$ cat src/rtl/codma_xfer_ctrl.sv
// rtl/codma_xfer_ctrl.sv - CODMA transfer sequencer: splits a descriptor into 32/16/8 B read-then-write chunks.
// Optional per-phase watchdog and timeout_o port enabled by CODMA_XFER_TIMEOUT_EN.
module codma_xfer_ctrl #(
  parameter int ADDR_W         = 32,
  parameter int LEN_W          = 16,
  parameter int TIMEOUT_CYCLES = 1024
) (
  input  logic              clk_i,
  input  logic              reset_n_i,
  input  logic              start_i,
  input  logic [ADDR_W-1:0] src_addr_i,
  input  logic [ADDR_W-1:0] dst_addr_i,
  input  logic [LEN_W-1:0]  length_i,
  output logic              need_read_o,
  output logic              need_write_o,
  input  logic              rd_busy_i,
  input  logic              wr_busy_i,
  input  logic              bus_error_i,
  output logic [ADDR_W-1:0] chunk_addr_o,
  output logic [7:0]        chunk_size_o,
  output logic              busy_o,
  output logic              done_o,
  output logic              error_o,
`ifdef CODMA_XFER_TIMEOUT_EN
  output logic              timeout_o,
`endif
  output logic [LEN_W-1:0]  bytes_done_o
);

  typedef enum logic [2:0] {
    S_IDLE, S_RD_REQ, S_RD_WAIT, S_WR_REQ, S_WR_WAIT, S_NEXT, S_ERR
  } state_t;

  state_t            state_q, state_d;
  logic [ADDR_W-1:0] src_q, dst_q;
  logic [LEN_W-1:0]  rem_q, bytes_done_q;
  logic              seen_q, done_q, error_q;
  logic [7:0]        size_code;
  logic [5:0]        chunk_bytes;
  logic [LEN_W-1:0]  chunk_len;
  logic              in_rd_phase, in_wr_phase;
  logic              tmo_hit;

  if (TIMEOUT_CYCLES < 1) begin : g_bad_timeout
    $error("TIMEOUT_CYCLES must be at least 1");
  end

`ifdef CODMA_XFER_TIMEOUT_EN
  localparam int TMO_W = $clog2(TIMEOUT_CYCLES + 1);
  logic [TMO_W-1:0] tmo_cnt_q;
  logic             timeout_q;

  assign tmo_hit   = ((state_q == S_RD_WAIT) || (state_q == S_WR_WAIT)) &&
                     (tmo_cnt_q == TMO_W'(TIMEOUT_CYCLES - 1));
  assign timeout_o = timeout_q;
`else
  assign tmo_hit = 1'b0;
`endif

  // remaining only changes in NEXT, so the size is stable across a whole chunk
  always_comb begin
    size_code   = 8'd3;
    chunk_bytes = 6'd8;
    if (rem_q >= LEN_W'(32)) begin
      size_code   = 8'd9;
      chunk_bytes = 6'd32;
    end else if (rem_q >= LEN_W'(16)) begin
      size_code   = 8'd8;
      chunk_bytes = 6'd16;
    end
  end

  assign chunk_len = LEN_W'(chunk_bytes);

  always_comb begin
    state_d = state_q;
    case (state_q)
      S_IDLE: begin
        if (start_i) begin
          if (length_i == '0)             state_d = S_IDLE;
          else if (length_i[2:0] != 3'd0) state_d = S_ERR;
          else                            state_d = S_RD_REQ;
        end
      end
      S_RD_REQ:  state_d = S_RD_WAIT;
      S_RD_WAIT: begin
        if (bus_error_i || tmo_hit)    state_d = S_ERR;
        else if (seen_q && !rd_busy_i) state_d = S_WR_REQ;
      end
      S_WR_REQ:  state_d = S_WR_WAIT;
      S_WR_WAIT: begin
        if (bus_error_i || tmo_hit)    state_d = S_ERR;
        else if (seen_q && !wr_busy_i) state_d = S_NEXT;
      end
      S_NEXT:    state_d = (rem_q == chunk_len) ? S_IDLE : S_RD_REQ;
      S_ERR:     state_d = S_IDLE;
      default:   state_d = S_IDLE;
    endcase
  end

  always_ff @(posedge clk_i) begin
    if (!reset_n_i) begin
      state_q      <= S_IDLE;
      src_q        <= '0;
      dst_q        <= '0;
      rem_q        <= '0;
      bytes_done_q <= '0;
      seen_q       <= 1'b0;
      done_q       <= 1'b0;
      error_q      <= 1'b0;
`ifdef CODMA_XFER_TIMEOUT_EN
      tmo_cnt_q    <= '0;
      timeout_q    <= 1'b0;
`endif
    end else begin
      state_q <= state_d;
      done_q  <= 1'b0;
      case (state_q)
        S_IDLE: begin
          if (start_i) begin
            src_q        <= src_addr_i;
            dst_q        <= dst_addr_i;
            rem_q        <= length_i;
            error_q      <= 1'b0;
            bytes_done_q <= '0;
            done_q       <= (length_i == '0);
`ifdef CODMA_XFER_TIMEOUT_EN
            timeout_q    <= 1'b0;
`endif
          end
        end
        S_RD_REQ, S_WR_REQ: begin
          seen_q <= 1'b0;
`ifdef CODMA_XFER_TIMEOUT_EN
          tmo_cnt_q <= '0;
`endif
        end
        S_RD_WAIT, S_WR_WAIT: begin
          if ((state_q == S_RD_WAIT) ? rd_busy_i : wr_busy_i) seen_q <= 1'b1;
`ifdef CODMA_XFER_TIMEOUT_EN
          tmo_cnt_q <= tmo_cnt_q + 1'b1;
          if (tmo_hit && !bus_error_i) timeout_q <= 1'b1;
`endif
        end
        S_NEXT: begin
          src_q        <= src_q + ADDR_W'(chunk_bytes);
          dst_q        <= dst_q + ADDR_W'(chunk_bytes);
          rem_q        <= rem_q - chunk_len;
          bytes_done_q <= bytes_done_q + chunk_len;
          done_q       <= (rem_q == chunk_len);
        end
        default: ;
      endcase
      // placed after the case so it overrides the clear on a rejected start
      if (state_d == S_ERR) error_q <= 1'b1;
    end
  end

  assign in_rd_phase  = (state_q == S_RD_REQ) || (state_q == S_RD_WAIT);
  assign in_wr_phase  = (state_q == S_WR_REQ) || (state_q == S_WR_WAIT);
  assign need_read_o  = (state_q == S_RD_REQ);
  assign need_write_o = (state_q == S_WR_REQ);
  assign chunk_addr_o = in_rd_phase ? src_q : (in_wr_phase ? dst_q : '0);
  assign chunk_size_o = (in_rd_phase || in_wr_phase) ? size_code : 8'd0;
  assign busy_o       = (state_q != S_IDLE);
  assign done_o       = done_q;
  assign error_o      = error_q;
  assign bytes_done_o = bytes_done_q;

endmodule

$ cat config.mk
export PLATFORM = sky130hd
export DESIGN_NAME = codma_xfer_ctrl
export DESIGN_NICKNAME = d
export VERILOG_FILES = /design/src/rtl/codma_xfer_ctrl.sv
export SDC_FILE = /design/constraint.sdc
export NUM_CORES = 1
export LEC_CHECK = 0
export ABC_AREA = 0
export BUFFER_PORTS_ARGS = -buffer_cell sky130_fd_sc_hd__buf_2
export CORE_MARGIN = 1
export CORE_UTILIZATION = 35
export DETAILED_ROUTE_END_ITERATION = 8
export GPL_TIMING_DRIVEN = 0
export HOLD_SLACK_MARGIN = 0.05
export SKIP_CTS_REPAIR_TIMING = 1
export SYNTH_ARGS = -nofsm -noshare
export SYNTH_HDL_FRONTEND = slang
export SYNTH_SLANG_ARGS = --single-unit
$ cat constraint.sdc
create_clock -name clk_i -period 11.24 [get_ports clk_i]
set_clock_uncertainty 0.1 [all_clocks]
set_input_delay 2.81 -clock clk_i [delete_from_list [all_inputs] [get_ports clk_i]]
set_output_delay 2.81 -clock clk_i [all_outputs]
set_load 0.02 [all_outputs]
# Word-level counts from Yosys, hierarchy flattened
# Cells that the tools add are included.
# W data, S select, Z words.
dict set report classes {
  add_sub_neg 4
  magnitude_cmp 2
  n_eq_ne 9
  n_mux 32
  reduce_logical 20
}
# operator count
set ops {}
lappend ops {{$mux W32} 4}
lappend ops {{$pmux W32 S2} 2}
lappend ops {{$add A32 B6 Y32} 2}
lappend ops {{$pmux W16 S2} 2}
lappend ops {{$mux W16} 2}
lappend ops {{$mux W3} 7}
lappend ops {{$pmux W3 S6} 1}
lappend ops {{$add A16 B6 Y16} 1}
lappend ops {{$eq A16 B6 Y1} 1}
lappend ops {{$ge A16 B5 Y1 const B} 1}
lappend ops {{$ge A16 B6 Y1 const B} 1}
lappend ops {{$logic_not A16 Y1} 1}
lappend ops {{$mux W8} 2}
lappend ops {{$sub A16 B6 Y16} 1}
lappend ops {{$eq A3 B3 Y1 const B} 3}
lappend ops {{$reduce_bool A2 Y1} 4}
lappend ops {{$mux W1} 7}
lappend ops {{$eq A3 B2 Y1 const B} 2}
lappend ops {{$mux W6} 1}
lappend ops {{$reduce_and A2 Y1} 3}
lappend ops {{$reduce_bool A3 Y1} 2}
lappend ops {{$mux W5} 1}
lappend ops {{$mux W4} 1}
lappend ops {{$ne A2 B2 Y1 const B} 2}
lappend ops {{7 further kinds} 13}
dict set report word_totals {
  ff_bits 102
  in_bits 86
  output_inout_bits 61
  elab_cells 75
}

# Longest topological paths before layout
dict set report depth {
  word_depth 9
  depth_mapped 12
  ltp_nobuf 11
}

# Worst setup path after synthesis
# OpenSTA, ideal clock, no wires.
dict set report synth_timing {
  kind {reg2out}
  start {reg state_q[2]}
  end {out chunk_addr_o[10]}
  arrival_ns 1.721
  path_slack_ns 6.609
  stages_incl_launch_ff 7
  cell_sequence {dfxtp_1 > buf_2 > nand2b_1 > nor2_1 > a21o_1 > clkbuf_1 > a22o_1}
}
dict set report synth_via {
  elab_chain_cells 4
}
# item line
set synth_rtl {}
lappend synth_rtl {{from (decl)} 34} ;# state_t state_q, state_d;
lappend synth_rtl {{from (signal assigned)} 116} ;# state_q <= state_d;
lappend synth_rtl {{$eq A3 B2 Y1} -}
lappend synth_rtl {{via need_write_o} 15} ;# output logic need_write_o,
lappend synth_rtl {{$logic_or A1 B1 Y1} 160} ;# assign in_wr_phase = (state_q == S_WR_REQ) || (state_q == S_WR_WAIT);
lappend synth_rtl {{$mux W32 (2 in series)} 163} ;# assign chunk_addr_o = in_rd_phase ? src_q : (in_wr_phase ? dst_q : '0);
lappend synth_rtl {{to (decl)} 19} ;# output logic [ADDR_W-1:0] chunk_addr_o,
# The timed path passes the listed nets, and every way through them passes these cells.

# Worst setup path after layout
dict set report layout_timing {
  start {reg state_q[0]}
  end {out chunk_addr_o[3]}
}
dict set report layout_via {
  elab_chain_cells 4
}
# item line
set layout_rtl {}
lappend layout_rtl {{$eq A3 B2 Y1 or $eq A3 B3 Y1 (tied branches)} 160}
lappend layout_rtl {{$logic_or A1 B1 Y1} 160}
lappend layout_rtl {{$mux W32} 163}
lappend layout_rtl {{$mux W32 (*)} 163}
# Every way passes the cells marked *; elsewhere a longest branch is shown, timed or not.

==> results.md <==
* Final GP Congestion at roughly 0.93
* Endpoints failing setup at 0
* Initial antenna violation count at 0
* Die W at 134 microns
* Status: finished, final reports clean
* Largest net degree at the start of global routing at 15
* Post-synthesis compound-gate area fraction at 28.9%
* Area Overhead vs Synth at 21.1%
* Grt ovf at 0
* Synthesis Warnings at 0
* Top FF cell, synth: dfxtp_1
* DR iter-0 viols at 782
* Reg2reg path depth at 11
* Syn Inst Count at 784
* Pwr dens at 152 mW/mm^2
* Final #Nets at ~1.0k
* DR vias/cell at 6.02
* Reg2reg end: dst_q[25]
* Effective utilization at floorplan at 36.4%
* Max_cap viols at 0
* Drt wl/cell at between 20 and 25 microns
* Area contributors post-synth: dfxtp_1 32%, a21oi_1 5.6%, nand2_1 5.1%
* Cell breakdown of the critical path: clkbuf_1, xnor2_1, nor2_1, clkbuf_1, a22o_1, buf_2
* Worst Hold End: dst_q[1]
* CP required at 8330 ps
* HPWL Detailed at 18,100 microns
* Arrival time at the worst endpoint at 2950 ps
* Hold Path Class: reg2reg
* Leakage Power at approximately 0.0029 uW
* Fin crit share at 52.1%
* Final Max Slew Viols at 0
* Most Frequent Cell on Critical Path: clkbuf_1
* Vias in the first global route at 6,487
* Port Buffer Count at 138
* Synth top area share at 32.4%
* Share of layout cells above drive strength 1 at 19.2%
* Hold Path Depth at 2
* Placeable Area at 0.0168 sq mm
* Seq/Total Area, Yosys at 32.4%
* Final antenna-violating net count at 0
* Die Span Y at 134 microns
* Yosys top cell by area: dfxtp_1
* Synth Area in Simple Gates at 26.2%
* Fillcell total at 1,802
* Total Wirelength at approximately 25,000 microns
* Critical path's slowest cell: clkbuf_1
* Worst path max stage delay at 600 ps
* Cell family with most CP delay: buffers and inverters
* Slew HR at 30.3%
* Fmax at 171 MHz
* Hold Crit Start: dst_q[1]
* Clk Latency, worst-skew pair at 360 ps
* Die ar. at 0.0180 sq mm
* Clock-pin slew on the worst setup and hold paths at 70 ps
* Post-synth EDFFs at 0
* XOR/XNOR Fraction of Synth Area at 1.29%
* CTS Root Cell: clkbuf_16
* RSZ-0062 raised after global routing: false
* WS Path Type: reg2out
* DRT Pass-1 Iters at 5
* Fin. Hold Viols at 0
* CTS sink cnt at 99
* Min Hold Slack at 358 ps
* CTS tree: yes
* Vias at 7,005
* Reg2Reg Launch Point: rem_q[6]
* Row count at 47
* Post-synth ARST share at 0%
* CTS max path bufs at 2
* Synth cell types at between 60 and 70
* Global-route wire length before repair at 37,500 microns
* Critical path launch point type: flip-flop
* TritonCTS Buffers at 9
* Synthesized area per cell at about 7.8 sq um
* DRC viols at 0
* Top fanout value on the critical path at 10
* Total Routing Usage GR at 27.7%
* #FFs+latches synth at 99
* Antenna fix cells at 0
* Top-count cell post-synth: dfxtp_1
* I/O Pins at about 150
* H-tree depth at 3
* Kind of end point of the critical path: primary output
* Worst IR Drop VDD at ~0.000085 V
* Setup tns final at 0 ps
* Buf/Inv on CP at 3
* Largest family of logic cells by synthesized area: compound AO/OA/AOI/OAI gates
* Synth Area in Adders at under 10%
* Mapped Area at 0.00612 sq mm
* Worst-Margin Slew at 1040 ps
* Commonest cells post-synth: 99 x dfxtp_1, 83 x nand2_1, 69 x a21oi_1, 56 x nor2_1, 48 x clkbuf_1
* Post-layout min period at 5860 ps
* Multiplexer share of the synthesized area at ~1.8%
* Setup slack, reg-to-reg at ~6700 ps
==> worst max path at each step <==
stage	slack (ps)	cells past startpoint	to	start
after global routing	5290	6	chunk_addr_o[4]	state_q[0]
after detailed placement	5860	6	chunk_addr_o[3]	state_q[0]
after global placement	5800	6	chunk_addr_o[5]	state_q[0]
final	5380	6	chunk_addr_o[3]	state_q[0]
after floorplan	6610	6	chunk_addr_o[10]	state_q[2]
after CTS	5470	6	chunk_addr_o[3]	state_q[0]
==> worst min-delay path: cells and delay by family, from the launching register on <==
kind,cells,cell delay [ps]
AO/OA/AOI/OAI,1,50
flip-flops,1,310
AND/OR/NAND/NOR,1,50
==> layer usage <==
metal	routed length [microns]	vias to the layer above	GRT usage (%)
li1	-	3296	-
met1	10800	3282	36.8
met2	10900	371	42.9
met3	2250	56	6.58
met4	898	0	11.4
met5	0	-	0
==> state kept, by name, summed over array words and instances (netlist names) <==
name / flops
seen_q: 1
rem_q: 16
dst_q: 32
done_o: 1
src_q: 32
error_o: 1
bytes_done_o: 13
state_q: 3
==> layout make-up <==
type / instances / area (sq um) / area share, %
multi-input combinational: 610 / 3820 / 51.5
sequential: 99 / 1980 / 26.7
timing repair buffer: 138 / 691 / 9.31
tap: 220 / 275 / 3.71
buffer: 63 / 273 / 3.68
clock buffer: 12 / 267 / 3.59
inverter: 19 / 71.3 / 0.962
clock inverter: 2 / 35.0 / 0.472
==> cells in the final DEF (no fill, tap or decap), types with 7 or more instances in the layout <==
| master | count |
|---|---|
| nor3_1 | 24 |
| and3_1 | 11 |
| nor2b_1 | 7 |
| buf_4 | 8 |
| mux2_2 | 8 |
| a22o_1 | 32 |
| nand4_1 | 21 |
| ha_1 | 12 |
| nor4_1 | 15 |
| conb_1 | 8 |
| nand2_1 | 83 |
| inv_1 | 19 |
| clkbuf_16 | 9 |
| a22oi_1 | 21 |
| or3_1 | 9 |
| or4_1 | 13 |
| a21oi_1 | 69 |
| o211ai_1 | 18 |
| a31oi_1 | 21 |
| nor2_1 | 56 |
| o311ai_0 | 7 |
| dfxtp_1 | 99 |
| o21ai_0 | 28 |
| nand3_1 | 34 |
| clkbuf_1 | 48 |
| and4_1 | 9 |
| buf_2 | 142 |
| o22ai_1 | 10 |
==> logic make-up (layout without fill, tap and decap cells) <==
family	Yosys count	in the layout
adders and majority gates	16	16
muxes	10	10
AOI/OAI and AO/OA	257	257
buffers and inverters	82	234
and+or+nand+nor	310	310
DFF	99	99
xor gates and xnor gates	9	9
other	1	8
==> report_power, final <==
| group | switching (uW) | internal [uW] | total [uW] | leakage [uW] |
|---|---|---|---|---|
| registers | 44.2 | 387 | 431 | 0.000810 |
| logic | 241 | 123 | 364 | 0.00189 |
| clock network | 145 | 188 | 333 | 0.000151 |
==> metrics by stage <==
| stage | power [uW] | instance area, sq um | std cells | utilization (%) | worst slack [ps] |
|---|---|---|---|---|---|
| after CTS | 1120 | 7410 | 1163 | 44.1 | 5470 |
| after global placement | 792 | 7110 | 1149 | 42.3 | 5800 |
| after detailed placement | 792 | 7110 | 1149 | 42.3 | 5860 |
| final | 1130 | 7410 | 1163 | 44.1 | 5380 |
| after floorplan | 658 | 6150 | 791 | - | 6610 |
| after global routing | 1180 | 7410 | 1163 | 44.1 | 5290 |
No activity file was read; power rests on OpenSTA's default activity.
